File: src/rtl/multicycle_ctrl.sv
// Main control FSM for the multicycle ARM-subset core: sequences fetch, decode,
// execute, memory and writeback, and decodes ALU control from Funct.
module multicycle_ctrl #(
  parameter int unsigned MEM_WAIT = 0
) (
  input  logic       clk,
  input  logic       reset,
  input  logic [1:0] Op,
  input  logic [5:0] Funct,
  input  logic [3:0] Rd,
  output logic       IRWrite,
  output logic       NextPC,
  output logic       PCS,
  output logic       RegW,
  output logic       MemW,
  output logic       AdrSrc,
  output logic [1:0] ALUSrcA,
  output logic [1:0] ALUSrcB,
  output logic [1:0] ResultSrc,
  output logic [1:0] ImmSrc,
  output logic [1:0] RegSrc,
  output logic [2:0] ALUControl,
  output logic [1:0] FlagW,
  output logic       Mov,
  output logic [3:0] State
);

  typedef enum logic [3:0] {
    StFetch    = 4'd0,
    StDecode   = 4'd1,
    StMemAdr   = 4'd2,
    StMemRead  = 4'd3,
    StMemWb    = 4'd4,
    StMemWrite = 4'd5,
    StExecR    = 4'd6,
    StExecI    = 4'd7,
    StAluWb    = 4'd8,
    StBranch   = 4'd9
  } state_e;

  localparam logic [2:0] AluAdd = 3'b000;
  localparam logic [2:0] AluSub = 3'b001;
  localparam logic [2:0] AluAnd = 3'b010;
  localparam logic [2:0] AluOrr = 3'b011;

  localparam logic [3:0] WaitMax = 4'(MEM_WAIT);

  state_e     r_state;
  logic [3:0] r_wait_cnt;

  // Codes 10..15 fall into the default arm and return to fetch.
  always_ff @(posedge clk) begin
    if (reset) begin
      r_state    <= StFetch;
      r_wait_cnt <= '0;
    end else begin
      unique case (r_state)
        StFetch:  r_state <= StDecode;
        StDecode: begin
          unique case (Op)
            2'b00:   r_state <= Funct[5] ? StExecI : StExecR;
            2'b01:   r_state <= StMemAdr;
            2'b10:   r_state <= StBranch;
            default: r_state <= StFetch;
          endcase
        end
        StMemAdr: r_state <= Funct[0] ? StMemRead : StMemWrite;
        StMemRead: begin
          if (r_wait_cnt == WaitMax) begin
            r_state    <= StMemWb;
            r_wait_cnt <= '0;
          end else begin
            r_wait_cnt <= r_wait_cnt + 4'd1;
          end
        end
        StMemWb:    r_state <= StFetch;
        StMemWrite: r_state <= StFetch;
        StExecR:    r_state <= StAluWb;
        StExecI:    r_state <= StAluWb;
        StAluWb:    r_state <= StFetch;
        StBranch:   r_state <= StFetch;
        default: begin
          r_state    <= StFetch;
          r_wait_cnt <= '0;
        end
      endcase
    end
  end

  logic       w_irwrite;
  logic       w_nextpc;
  logic       w_regw;
  logic       w_memw;
  logic       w_branch;
  logic       w_alu_dec;
  logic [2:0] w_alu_ctl;
  logic       w_mov;

  always_comb begin
    w_irwrite = 1'b0;
    w_nextpc  = 1'b0;
    w_regw    = 1'b0;
    w_memw    = 1'b0;
    w_branch  = 1'b0;
    w_alu_dec = 1'b0;
    AdrSrc    = 1'b0;
    ALUSrcA   = 2'b00;
    ALUSrcB   = 2'b00;
    ResultSrc = 2'b00;
    unique case (r_state)
      StFetch: begin
        ALUSrcA   = 2'b01;
        ALUSrcB   = 2'b10;
        ResultSrc = 2'b10;
        w_irwrite = 1'b1;
        w_nextpc  = 1'b1;
      end
      StDecode: begin
        ALUSrcA   = 2'b01;
        ALUSrcB   = 2'b10;
        ResultSrc = 2'b10;
      end
      StMemAdr:   ALUSrcB = 2'b01;
      StMemRead:  AdrSrc  = 1'b1;
      StMemWb: begin
        ResultSrc = 2'b01;
        w_regw    = 1'b1;
      end
      StMemWrite: begin
        AdrSrc = 1'b1;
        w_memw = 1'b1;
      end
      StExecR:    w_alu_dec = 1'b1;
      StExecI: begin
        ALUSrcB   = 2'b01;
        w_alu_dec = 1'b1;
      end
      StAluWb:    w_regw = 1'b1;
      StBranch: begin
        ALUSrcA   = 2'b10;
        ALUSrcB   = 2'b01;
        ResultSrc = 2'b10;
        w_branch  = 1'b1;
      end
      default: ;
    endcase
  end

  always_comb begin
    w_alu_ctl = AluAdd;
    w_mov     = 1'b0;
    unique case (Funct[4:1])
      4'b0100: w_alu_ctl = AluAdd;
      4'b0010: w_alu_ctl = AluSub;
      4'b0000: w_alu_ctl = AluAnd;
      4'b1100: w_alu_ctl = AluOrr;
      4'b1101: w_mov     = 1'b1;
      default: w_alu_ctl = AluAdd;
    endcase
  end

  always_comb begin
    ALUControl = AluAdd;
    FlagW      = 2'b00;
    Mov        = 1'b0;
    if (w_alu_dec) begin
      ALUControl = w_alu_ctl;
      FlagW      = {Funct[0], Funct[0] & ((w_alu_ctl == AluAdd) | (w_alu_ctl == AluSub))};
      Mov        = w_mov;
    end
  end

  // Reset masks every write strobe so an abandoned instruction cannot commit.
  always_comb begin
    IRWrite = w_irwrite & ~reset;
    NextPC  = w_nextpc & ~reset;
    RegW    = w_regw & ~reset;
    MemW    = w_memw & ~reset;
    PCS     = (w_branch | (w_regw & (Rd == 4'b1111))) & ~reset;
  end

  assign ImmSrc = Op;
  assign RegSrc = {Op == 2'b01, Op == 2'b10};
  assign State  = r_state;

  a_no_dual_write: assert property (@(posedge clk) !(RegW && MemW));
  a_wait_bound:    assert property (@(posedge clk) disable iff (reset)
                                    (r_state == StMemRead) |-> (r_wait_cnt <= WaitMax));

endmodule

File: config.mk
export PLATFORM = sky130hd
export DESIGN_NAME = multicycle_ctrl
export DESIGN_NICKNAME = d
export VERILOG_FILES = /design/src/rtl/multicycle_ctrl.sv
export SDC_FILE = /design/constraint.sdc
export NUM_CORES = 1
export LEC_CHECK = 0
export CAP_MARGIN = 30
export CORE_MARGIN = 2
export CORE_UTILIZATION = 41
export DETAILED_ROUTE_END_ITERATION = 12
export PLACE_DENSITY = 0.9
export RECOVER_POWER = 50
export SLEW_MARGIN = 40
export SYNTH_ARGS = -nofsm -noshare
export SYNTH_HDL_FRONTEND = slang
export SYNTH_SLANG_ARGS = --single-unit
File: constraint.sdc
create_clock -name clk -period 2.1 [get_ports clk]
set_input_delay 0.42 -clock clk [delete_from_list [all_inputs] [get_ports clk]]
set_output_delay 0.42 -clock clk [all_outputs]
set_load 0.02 [all_outputs]
==> summary.md, run 1 <==
| Metric | Value |
|---|---|
| Largest stage delay, worst path | 450 ps |
| Grt met3 use | 0.0462 |
| Placer Congestion | about 0.84 |
| DR WL/cell | 12.4 um |
| Skew-Pair Late Insertion Delay | ~260 ps |
| Multi-input gate area | between 400 and 500 um2 |
| CP max FO | 3 |
| Register bit total from synthesis | 8 |
| Layout Skew | 5.96 ps |
| Cell count after synthesis | 100 |
| Via count | 839 |
| Critical Path Source Type | primary input |
| Cells along the critical path | clkdlybuf4s50_1 -> and2_1 -> o21ai_0 -> and2_1 -> clkdlybuf4s15_2 |
| Synth-to-layout area growth | 50.7% |
| Post-CTS Hold Fix Bufs | 0 |
| DRC viols | 0 |
| Initial antenna violation count | 0 |
| Antenna Cells | 0 |
| FP Rows | 15 |
| Layout net count | 163 |
| Post-synth cell types | 36 |
| Crit path DAT | roughly 1700 ps |
| CP dominant cell by count | and2_1 |
| Post-DP Area | 0.00119 mm2 |
| CTS tree | built |
| Worst-path clk slew | 60 ps |
| Final setup viols | 0 |
| Post-Place Setup Slack | -303 ps |
| Slew Limit Fails | 0 |
| Seq/Total Area, Yosys | 0.213 |
| Clock sink total | 8 |
| Starting Density | 0.435 |
| Post-DR vias/cell | 4.94 |
| Max Cap Viol | 0 |
| Final Hold Viols | 0 |
| CTS root buffer | clkbuf_4 |
| Layout cells sized above 1 | 0.166 |
| Buffers added on ports | 38 |
| Final Cycle Share | 0.993 |
| CP Data Required Time | 1680 ps |
| Most common cell in the netlist | nor2_1 |
| Async S/R FF share, synth | 0 |
| Pin count of the biggest net entering global routing | 11 |
| Storage cell area | between 150 and 200 um2 |
| CTS Buf Count | 3 |
| Total GRT Usage | 0.206 |
| CP Capture Type | output pin |
| Setup ws final | 14.7 ps |
| I/O Pins | 40 |
| Share of the synthesized area in the top cell type | 0.213 |
| Clk buf depth | 2 |
| Post-route cell area | between 0.001 and 0.0015 mm2 |
| Vias in the first global route | 804 |
| Die area | 0.00219 mm2 |
| Total power draw | just under 0.5 mW |
| Area of the core | 0.00173 mm2 |
| HPWL Detailed | 1690 um |
| Pwr per Cell Area | 440 mW/mm2 |
| Filler cell count | 166 |
| Synth Flop Type | dfxtp_1 |
| Post-Route WL | 2110 um |
| Post-synth EDFFs | 0 |
| Time the worst path needs with I/O delays and setup | 2090 ps |
| Post-Syn Area | 751 um2 |
| YS warnings | 0 |
| Leak | 0.517 nW |
| Antenna-violating nets left | 0 |
| First-pass GRT wire length | 3320 um |
| Die Wd | approximately 47 um |
| Top Usage Layer GRT | met2 |
| Area leader, netlist | dfxtp_1 |
| CP max stage cell | clkdlybuf4s50_1 |
| Worst vdd ir | 0.000213 V |
| Max Freq | 0.480 GHz |
| Grt ovf | 0 |
| Status | finished, final reports clean |
| Die height | around 47 um |
| Top post-synthesis cells by area | dfxtp_1 21%, nor2_1 9.0%, buf_4 5.0%, buf_6 4.5%, nand4bb_4 3.7% |
| Routing usage on met1 | 0.235 |
| Most frequent cells after synthesis | 18 x nor2_1, 8 x dfxtp_1, 7 x inv_1, 7 x nand2_1 |
| First-pass DRT Iterations | 4 |
| RSZ-0062 raised after global routing | yes |
| H-tree Lvls | 1 |
| Met2 usage | 0.392 |
| Syn_nets | 116 |
| Critical path class | in -> out |
| Post-Syn Area per Cell | 7.51 um2 |
| Tightest hold margin | between 400 and 500 ps |
| Hold crit path type | reg -> reg |
| Iter 0 DRT Violations | 20 |
| Setup TNS | 0 ps |
-- metrics by stage --
step	util	std cells
final	0.655	170
after global routing	0.655	170
after CTS	0.692	170
after detailed placement	0.689	167
after global placement	0.689	167
after floorplan	-	100
-- cell type report --
class | count | area share
Clock buffer | 3 | 0.0199
Inverter | 7 | 0.0232
Multi-Input combinational cell | 76 | 0.399
Sequential cell | 8 | 0.143
Tap cell | 25 | 0.0277
Timing Repair Buffer | 51 | 0.387
-- flip-flops by register name (all words and copies together) (netlist names) --
name,cells
State,4
r_wait_cnt,4
-- metal layers --
layer / part of all wire / wire length, um / up-vias
met5: 0 / 0 / -
met4: 0 / 0 / 0
met3: 0.054 / 114 / 0
met2: 0.56 / 1170 / 30
met1: 0.39 / 821 / 386
li1: - / - / 423
-- final timing paths --
kind / start / endpoint / slack (ps) / depth (start not counted)
worst max register to register: State[0] / r_wait_cnt[2] / 430 / 5
worst max-delay path: Funct[3] / FlagW[0] / 10 / 5
worst min-delay path: r_wait_cnt[3] / r_wait_cnt[3] / 500 / 1
worst min register to register: r_wait_cnt[3] / r_wait_cnt[3] / 500 / 1
-- placed cells by master (no fill, tap or decap), types with 2 or more instances in the layout --
cell,instances
nor3_1,5
ha_1,2
dlygate4sd2_1,13
a21oi_1,6
clkdlybuf4s50_1,16
clkbuf_2,2
o22ai_1,2
a22oi_1,2
dfxtp_1,7
nand3b_1,2
nor4_1,2
dlygate4sd3_1,4
nand2b_1,3
clkbuf_4,3
buf_4,11
inv_1,7
xnor2_1,2
o21ai_0,4
nand2_1,7
nand3_1,3
clkbuf_1,3
and2_1,2
nor2b_1,3
nor2_1,18
-- repair_timing --
item	4_1_cts	5_1_grt
setup buffers	0	0
gates resized for setup	20	8
endpoints found under the setup margin	17	5
-- cell families (layout without fill, tap and decap cells) --
| group | count (synthesis) | count (layout) | share of synthesized area |
|---|---|---|---|
| compound gates | 18 | 18 | 0.185 |
| xor+xnor | 2 | 2 | 0.0233 |
| other cells | 1 | 1 | 0.00500 |
| flops | 8 | 8 | 0.213 |
| mux | 1 | 1 | 0.0133 |
| buf+inv | 16 | 61 | 0.135 |
| simple gates | 52 | 52 | 0.392 |
| fa+ha+maj | 2 | 2 | 0.0333 |
-- worst max-delay path, delay by kind of cell --
family | cells | cell delay, ps
compound gates | 1 | 210
buf+inv | 2 | 700
simple gates | 2 | 340
-- report_power, final --
part	internal, mW	total (mW)	leakage (nW)	switching (mW)
registers	0.158	0.170	0.0654	0.0125
logic	0.0991	0.206	0.437	0.107
clock network	0.0656	0.121	0.0138	0.0558
Power figures use the tool's default switching activity.
==> run 2, diff against run 1 <==
clock period = 2.65 ns   (was 2.1 ns; I/O delays follow)
==> summary.md, run 2 (synthesis results as in run 1) <==
| Metric | Value |
|---|---|
| Final Hold Viols | 0 (unchanged) |
| CP Capture Type | output pin |
| RSZ-0062 raised after global routing | no |
| HPWL Detailed | 1530 um (-9.4%) |
| CTS tree | built |
| Setup ws final | 60.6 ps (+45.9 ps) |
| First-pass GRT wire length | 3010 um (-9.3%) |
| Die Wd | 46.8 um (unchanged) |
| Slack of the worst reg-to-reg path | 890 ps (+460 ps) |
| Layout cells sized above 1 | 0.104 (-0.0618) |
| Post-Place Setup Slack | 26.2 ps (+329 ps) |
| Layout net count | 153 (-6.1%) |
| Pwr per Cell Area | 349 mW/mm2 (-21%) |
| Via count | 796 (-5.1%) |
| Post-route cell area | 0.00112 mm2 (-1.2%) |
| Post-Route WL | 1930 um (-8.7%) |
| Skew-Pair Late Insertion Delay | 250 ps (about the same) |
| Pin count of the biggest net entering global routing | 15 (+4) |
| CTS root buffer | clkbuf_4 |
| Post-DP Area | 0.00111 mm2 (-6.7%) |
| Time the worst path needs with I/O delays and setup | 2590 ps |
| Leading cell type in the layout, fill and taps excluded | clkdlybuf4s50_1 |
| RR Endpoint | r_wait_cnt[2] |
| Setup Buffers After CTS | 0 (unchanged) |
| Status | finished, final reports clean |
| Start point of the worst hold path | r_wait_cnt[3] |
| Clk buf depth | 2 (unchanged) |
| Iter 0 DRT Violations | 4 (-80%) |
| Total GRT Usage | 0.190 (-0.0162) |
| Worst-path clk slew | 60 ps (about the same) |
| I/O Pins | 40 (unchanged) |
| FP Rows | 15 (unchanged) |
| Crit path DAT | 2060 ps (+390 ps) |
| Hold crit path type | reg -> reg |
| Post-CTS Hold Fix Bufs | 0 (unchanged) |
| Critical Path Source Type | primary input |
| Setup TNS | 0 ps (unchanged) |
| Layout Skew | 6.87 ps (+0.910 ps) |
| Worst hold stages | 1 (unchanged) |
| Clock sink total | 8 (unchanged) |
| Leak | 0.449 nW (-13%) |
| Most frequent cells in the layout | 29 x clkdlybuf4s50_1, 18 x nor2_1 |
| H-tree Lvls | 1 (unchanged) |
| Antenna Cells | 0 (unchanged) |
| Worst vdd ir | 0.000194 V (-9.2%) |
| Grt ovf | 0 (unchanged) |
| Max Cap Viol | 0 (unchanged) |
| Critical path class | in -> out |
| Reg2reg path depth | 5 (unchanged) |
| Placer Congestion | 0.746 (-12%) |
| Post-DR vias/cell | 4.98 (+0.80%) |
| Slew Limit Fails | 0 (unchanged) |
| CP Launch Point | Funct[3] |
| Final Cycle Share | 0.977 |
| CP Data Required Time | 2120 ps (+440 ps) |
| Initial antenna violation count | 0 (unchanged) |
| Worst min-delay path endpoint | r_wait_cnt[3] |
| Vias in the first global route | 759 (-5.6%) |
| Area of the core | 0.00173 mm2 (unchanged) |
| Antenna-violating nets left | 0 (unchanged) |
| CTS Buf Count | 3 (unchanged) |
| DR WL/cell | 12.0 um (-3.0%) |
| CP max FO | 3 (unchanged) |
| Die height | 46.8 um (unchanged) |
| Starting Density | 0.435 (unchanged) |
| DRC viols | 0 (unchanged) |
| Layout Utilization | 0.647 (-0.00797) |
| Die area | 0.00219 mm2 (unchanged) |
| Max Freq | 0.386 GHz |
| Reg2Reg Launch Point | State[0] |
| Final setup viols | 0 (unchanged) |
| First-pass DRT Iterations | 4 (unchanged) |
| Buffers added on ports | 38 (unchanged) |
| Synth-to-layout area growth | 48.8% |
-- run 2: per-layer routing --
layer	share of wire	GRT usage	routed length [um]
met1	0.43	0.215	827
met2	0.51	0.342	980
met3	0.055	0.0385	106
met4	0.0067	0.0833	13
met5	0	0	0
-- run 2: cell type report --
| cell class | count | area (um2) |
|---|---|---|
| Fill cell | 163 | 609 |
| Multi-Input combinational cell | 76 | 472 |
| Timing Repair Buffer | 41 | 404 |
| Sequential cell | 8 | 161 |
| Tap cell | 25 | 31.3 |
| Inverter | 7 | 26.3 |
| Clock buffer | 3 | 22.5 |
-- run 2: power breakdown --
group          internal [mW]  switching (mW)
Clock                 0.0516          0.0386
Combinational         0.0787          0.0787
Sequential             0.125          0.0169
-- run 2: how the worst max path moves through the flow --
| stage | endpoint | slack (ps) | cells past startpoint |
|---|---|---|---|
| after floorplan | NextPC | 230 | 4 |
| after global placement | ALUControl[0] | 80 | 6 |
| after detailed placement | FlagW[0] | 30 | 5 |
| after CTS | PCS | 10 | 5 |
| after global routing | ALUControl[0] | 20 | 6 |
| final | ALUControl[0] | 60 | 6 |
-- run 2: critical path, stage by stage --
cell and delay (ps):
clkdlybuf4s50_1 490, nand2_1 80, nor2_1 90, a21oi_1 50, nor3_1 190, clkdlybuf4s50_1 630
-- run 2: repair_timing --
| action | 4_1_cts | 5_1_grt |
|---|---|---|
| endpoints found under the hold margin | 0 | 0 |
| gates resized for setup | 1 | 3 |
| setup endpoints to repair | 2 | 4 |
| pin swaps | 0 | 0 |
-- run 2: metrics by stage --
step / std cells / hold slack, ps / total power [mW]
after global placement: 157 / 469 / 0.305
final: 160 / 485 / 0.390
after global routing: 160 / 500 / 0.416
after detailed placement: 157 / 479 / 0.309
after CTS: 160 / 488 / 0.403
after floorplan: 100 / 454 / 0.239
